File: src/rtl/dot_prod_host.sv
// Host-side initiator for the `main` dot-product datapath: loads arr_a/arr_b, kicks off a run, returns the result.
// Optional load readback checksum under `DOT_PROD_HOST_READBACK_EN` (adds CHECK state and chk_error).
`timescale 1ns/1ps
module dot_prod_host #(
  parameter int N       = 1000,
  parameter int ADDR_W  = 10,
  parameter int DATA_W  = 27,
  parameter int RES_W   = 64,
  parameter int TIMEOUT = 4096
) (
  input  logic                     clk,
  input  logic                     reset,
  input  logic                     in_valid,
  output logic                     in_ready,
  input  logic signed [DATA_W-1:0] in_a,
  input  logic signed [DATA_W-1:0] in_b,
  output logic                     out_valid,
  input  logic                     out_ready,
  output logic signed [RES_W-1:0]  out_result,
  output logic                     out_timeout,
  output logic                     busy,
`ifdef DOT_PROD_HOST_READBACK_EN
  output logic                     chk_error,
`endif
  output logic                     dut_r_enable,
  output logic                     dut_control_arr,
  output logic [RES_W-1:0]         dut_init_i,
  output logic [RES_W-1:0]         dut_init_acc,
  output logic                     dut_we_a,
  output logic                     dut_we_b,
  output logic [ADDR_W-1:0]        dut_addr,
  output logic [DATA_W-1:0]        dut_wdata_a,
  output logic [DATA_W-1:0]        dut_wdata_b,
  input  logic [DATA_W-1:0]        dut_rdata_a,
  input  logic [DATA_W-1:0]        dut_rdata_b,
  input  logic                     dut_w_enable,
  input  logic signed [RES_W-1:0]  dut_result
);

  localparam int TW = $clog2(TIMEOUT + 1);

  typedef enum logic [2:0] {S_LOAD, S_CHECK, S_START, S_RUN, S_DONE} state_t;

  state_t            state, state_nxt;
  logic [ADDR_W-1:0] cnt;
  logic [TW-1:0]     timer;
  logic              last, ld, hs, timer_end;

  assign last      = (cnt == ADDR_W'(N - 1));
  assign timer_end = (timer == TW'(TIMEOUT - 1));
  // LOAD outputs are masked while reset is held so everything reads 0 during reset.
  assign ld        = (state == S_LOAD) && !reset;
  assign hs        = in_valid && in_ready;

  assign dut_init_i   = '0;
  assign dut_init_acc = '0;
  assign dut_we_a     = ld && in_valid;
  assign dut_we_b     = ld && in_valid;
  assign dut_wdata_a  = ld ? in_a : '0;
  assign dut_wdata_b  = ld ? in_b : '0;
  assign dut_addr     = (ld || state == S_CHECK) ? cnt : '0;
  assign out_valid    = (state == S_DONE);
  assign busy         = !(state == S_LOAD && cnt == '0);

  always_comb begin
    state_nxt       = state;
    in_ready        = 1'b0;
    dut_control_arr = 1'b0;
    dut_r_enable    = 1'b0;
    case (state)
      S_LOAD: begin
        in_ready        = ld;
        dut_control_arr = ld;
        if (hs && last) begin
`ifdef DOT_PROD_HOST_READBACK_EN
          state_nxt = S_CHECK;
`else
          state_nxt = S_START;
`endif
        end
      end
      S_CHECK: begin
        dut_control_arr = 1'b1;
        if (last) state_nxt = S_START;
      end
      S_START: begin
        dut_r_enable = 1'b1;
        state_nxt    = S_RUN;
      end
      // w_enable seen during START is left over from the previous run; only RUN looks at it.
      S_RUN: begin
        if (dut_w_enable || timer_end) state_nxt = S_DONE;
      end
      S_DONE: begin
        if (out_ready) state_nxt = S_LOAD;
      end
      default: state_nxt = S_LOAD;
    endcase
  end

  always_ff @(posedge clk) begin
    if (reset) begin
      state       <= S_LOAD;
      cnt         <= '0;
      timer       <= '0;
      out_result  <= '0;
      out_timeout <= 1'b0;
    end else begin
      state <= state_nxt;
      case (state)
        S_LOAD:  if (hs) cnt <= last ? '0 : cnt + ADDR_W'(1);
        S_CHECK: cnt <= last ? '0 : cnt + ADDR_W'(1);
        S_START: timer <= '0;
        S_RUN: begin
          if (dut_w_enable) begin
            out_result  <= dut_result;
            out_timeout <= 1'b0;
          end else if (timer_end) begin
            out_result  <= '0;
            out_timeout <= 1'b1;
          end else begin
            timer <= timer + TW'(1);
          end
        end
        default: ;
      endcase
    end
  end

`ifdef DOT_PROD_HOST_READBACK_EN
  logic [2*DATA_W-1:0] chk_wr, chk_rd, rd_nxt;

  assign rd_nxt = (cnt == '0 ? '0 : chk_rd) ^ {dut_rdata_a, dut_rdata_b};

  always_ff @(posedge clk) begin
    if (reset) begin
      chk_wr    <= '0;
      chk_rd    <= '0;
      chk_error <= 1'b0;
    end else begin
      if (state == S_LOAD && hs) begin
        // First handshake of a batch restarts the checksum and clears the sticky flag.
        chk_wr <= (cnt == '0 ? '0 : chk_wr) ^ {in_a, in_b};
        if (cnt == '0) chk_error <= 1'b0;
      end
      if (state == S_CHECK) begin
        chk_rd <= rd_nxt;
        if (last && rd_nxt != chk_wr) chk_error <= 1'b1;
      end
    end
  end
`else
  logic unused_rdata;
  assign unused_rdata = ^{dut_rdata_a, dut_rdata_b};
`endif

endmodule

File: config.mk
export PLATFORM = sky130hd
export DESIGN_NAME = dot_prod_host
export DESIGN_NICKNAME = d
export VERILOG_FILES = /design/src/rtl/dot_prod_host.sv
export SDC_FILE = /design/constraint.sdc
export NUM_CORES = 1
export LEC_CHECK = 0
export CORE_AREA = 2 2 172 174
export CTS_CLUSTER_SIZE = 16
export DETAILED_ROUTE_END_ITERATION = 7
export DIE_AREA = 0 0 174 176
export PLACE_DENSITY = 0.6
export SYNTH_ARGS = -nofsm -noshare
export SYNTH_HDL_FRONTEND = slang
export SYNTH_SLANG_ARGS = --single-unit
File: constraint.sdc
create_clock -name clk -period 2.4 [get_ports clk]
set_input_delay 0.24 -clock clk [delete_from_list [all_inputs] [get_ports clk]]
set_output_delay 0.24 -clock clk [all_outputs]
set_load 0.05 [all_outputs]
==> results.md <==
* Worst slew pin tran at 0.7648 ns
* Seq/Total Area, Yosys at 37.59%
* Worst clock skew at 0.007712 ns
* Period utilisation layout at 94.48%
* Final HPWL from detailed placement at 12,680 um
* GPL Wtd Cong at 0.7692
* I/O pins at between 400 and 500
* Post-detailed-routing wire length at 15,980 um
* Yosys warning count at 0
* Vias per cell at 3.730
* Max Slew Vio Count at 0
* DRT iter0 DRCs at 150
* Total Routing Usage GR at 9.835%
* Global-route wire length before repair at 23,230 um
* Top post-synthesis cells by area: dfxtp_1 38%, buf_4 20%, a22o_1 12%
* Die ar. at 30,620 um^2
* Remaining DRCs at 0
* CP Class: reg -> out
* Syn Std Cell Area at a little under 5000 um^2
* H-tree Lvls at 3
* Layout net count at 949
* Clk sinks at 91
* Min Tclk post-route at 2.268 ns
* Commonest register cell after synthesis: dfxtp_1
* Longest Clk Path Bufs at 2
* Crit path largest cell delay at approximately 0.82 ns
* Synth top area share at 37.59%
* Clock Latency Late Sink at about 0.34 ns
* Post-synthesis average cell area at 9.337 um^2
* Worst Path Max Fanout at 14
* Dominant cell type by area after synthesis: dfxtp_1
* # fillers at 2,997
* Hold Crit Class: reg -> reg
* Root Driver: clkbuf_16
* Total grt overflow at 0
* Final setup vio count at 0
* Starting density of the core at between 10% and 20%
* Routed Antenna Nets at 0
* Final hold vios at 0
* FF+latch area at 1822 um^2
* TritonRoute pass-1 iters at 4
* Post-CTS setup buffers at 0
* Cell count after synthesis at 519
* Synth cell count leaders: 129 x buf_4, 91 x dfxtp_1, 67 x and2_1
* Status: finished clean
* Post-synthesis register bit count at between 90 and 100
* DR vias at 4,319
* Ys async rst share at 0%
* Largest net degree at the start of global routing at 65
* Vias in the first global route at around 3,900
* Total CTS buffers at 9
* Slowest-stage cell, CP: clkdlybuf4s50_1
* Relative slew slack at roughly 48%
* Critical path data arrival time at 2.03 ns
* Initial antenna violation count at 0
* Leakage power at 0.003308 uW
* EDFF count, synth at 0
* Most common cell in the netlist: buf_4
* Worst Setup End Kind: primary output
* Core ar. at ~29,000 um^2
* WHS at between 0.4 and 0.5 ns
* Distinct cells, synth at 51
* Area Overhead vs Synth at 72.32%
* Min-delay src: out_result[50]$_SDFFE_PP0P_
* Inserted Diodes at 0
* IO Port Bufs at 258
* Fin Setup TNS at 0 ns
* Avg WL per Cell at 13.80 um
* # rows at 62
* Cells along the critical path: nor2_1 > and2_1 > clkdlybuf4s50_1
* Max Clk Rate at 441.0 MHz
* Area of the multi-input gates at around 2400 um^2
* DIE HEIGHT at 176 um
* CP Launch Point: state[0]$_SDFFE_PP0P_
* RR Startpoint: timer[5]$_SDFFE_PP0P_
* Horiz. Die Dim at about 170 um
* CTS Hold Bufs at 0
* Layout cells sized above 1 at 13.95%
* RSZ-0062 raised after global routing: no
* Max Cap Viol at 0
* PD cells at slightly below 500 nW/um^2
* Reg clk slew, reported paths at approximately 0.070 ns
* Crit start category: flip-flop
* CTS tree: done
* Resize count post-CTS at 0
* Pwr Total at 4133 uW
* Peak supply drop at 0.2657 mV
* WP data required at 2.16 ns
state kept, by name, indices dropped and copies added, names as in the netlist:
signal	count
out_result	64
timer	13
cnt	10
state	3
out_timeout	1
layout make-up:
| class | count | area share [%] |
|---|---|---|
| Clock inverter | 6 | 0.6593 |
| Inverter | 5 | 0.2248 |
| Clock buffer | 10 | 2.862 |
| Timing Repair Buffer | 268 | 40.37 |
| Sequential cell | 91 | 21.82 |
| Multi-Input combinational cell | 394 | 28.32 |
| Tap cell | 384 | 5.754 |
routing by layer:
metal	GRT usage (%)	vias up	share of wire [%]
met2	17.36	259	50
met1	10.62	1976	37
met4	2.731	0	1.1
met3	4.479	10	11
li1	-	2074	-
met5	0	-	0
kinds of logic after synthesis:
family	synth area share, %
buffers and inverters	23.63
AND/OR/NAND/NOR	18.64
AO/OA/AOI/OAI	17.95
flip-flops	37.59
XOR/XNOR	0.7231
adder cells (fa/ha/maj)	0.7747
multiplexers	0.6197
other	0.07739
cell usage in the layout, fill, tap and decap left out, types with 3 or more instances in the layout:
cell type and instances:
nand4_1 8, buf_4 9, nor3_1 5, nand3_1 7, buf_12 71, nor2_1 11
clkbuf_16 9, and2_1 66, o211ai_1 3, a21oi_1 15, nand3b_1 3, clkdlybuf4s50_1 188
ha_1 3, and3_1 4, o31ai_1 3, mux2i_1 3, or3_1 11, o21ai_0 13
dfxtp_1 91, nand2_1 6, conb_1 128, inv_1 5, a22o_1 64, or4_1 6
per-stage QoR:
stage | util [%] | instances | area (um^2) | worst slack (ns)
after global routing | 29.25 | 1158 | 8351 | 0.01677
after CTS | 29.25 | 1158 | 8351 | 0.1225
after detailed placement | 28.22 | 1142 | 8056 | 0.2494
after global placement | 28.22 | 1142 | 8056 | 0.2433
final | 29.25 | 1158 | 8351 | 0.1324
after floorplan | - | 646 | 5323 | 0.1006
power by group:
part	internal, uW	leakage (uW)	total [uW]	switching (uW)
Combinational	420	0.00244	1220	796
Sequential	1510	0.000733	1510	3.31
Clock	753	0.000140	1400	650
worst paths after layout:
check / endpoint / slack, ns / cells after the start
hold reg to reg: out_result[50]$_SDFFE_PP0P_ / 0.47 / 1
setup / recovery: out_valid / 0.13 / 3
setup reg to reg: out_result[11]$_SDFFE_PP0P_ / 0.37 / 5
hold / removal: out_result[50]$_SDFFE_PP0P_ / 0.47 / 1
worst max-delay path, delay by kind of cell, from the launching register on:
kind	cells	cell delay [ns]
and+or+nand+nor	2	0.41
DFF	1	0.46
buffers and inverters	1	0.82
(Power assumes the default switching activity.)
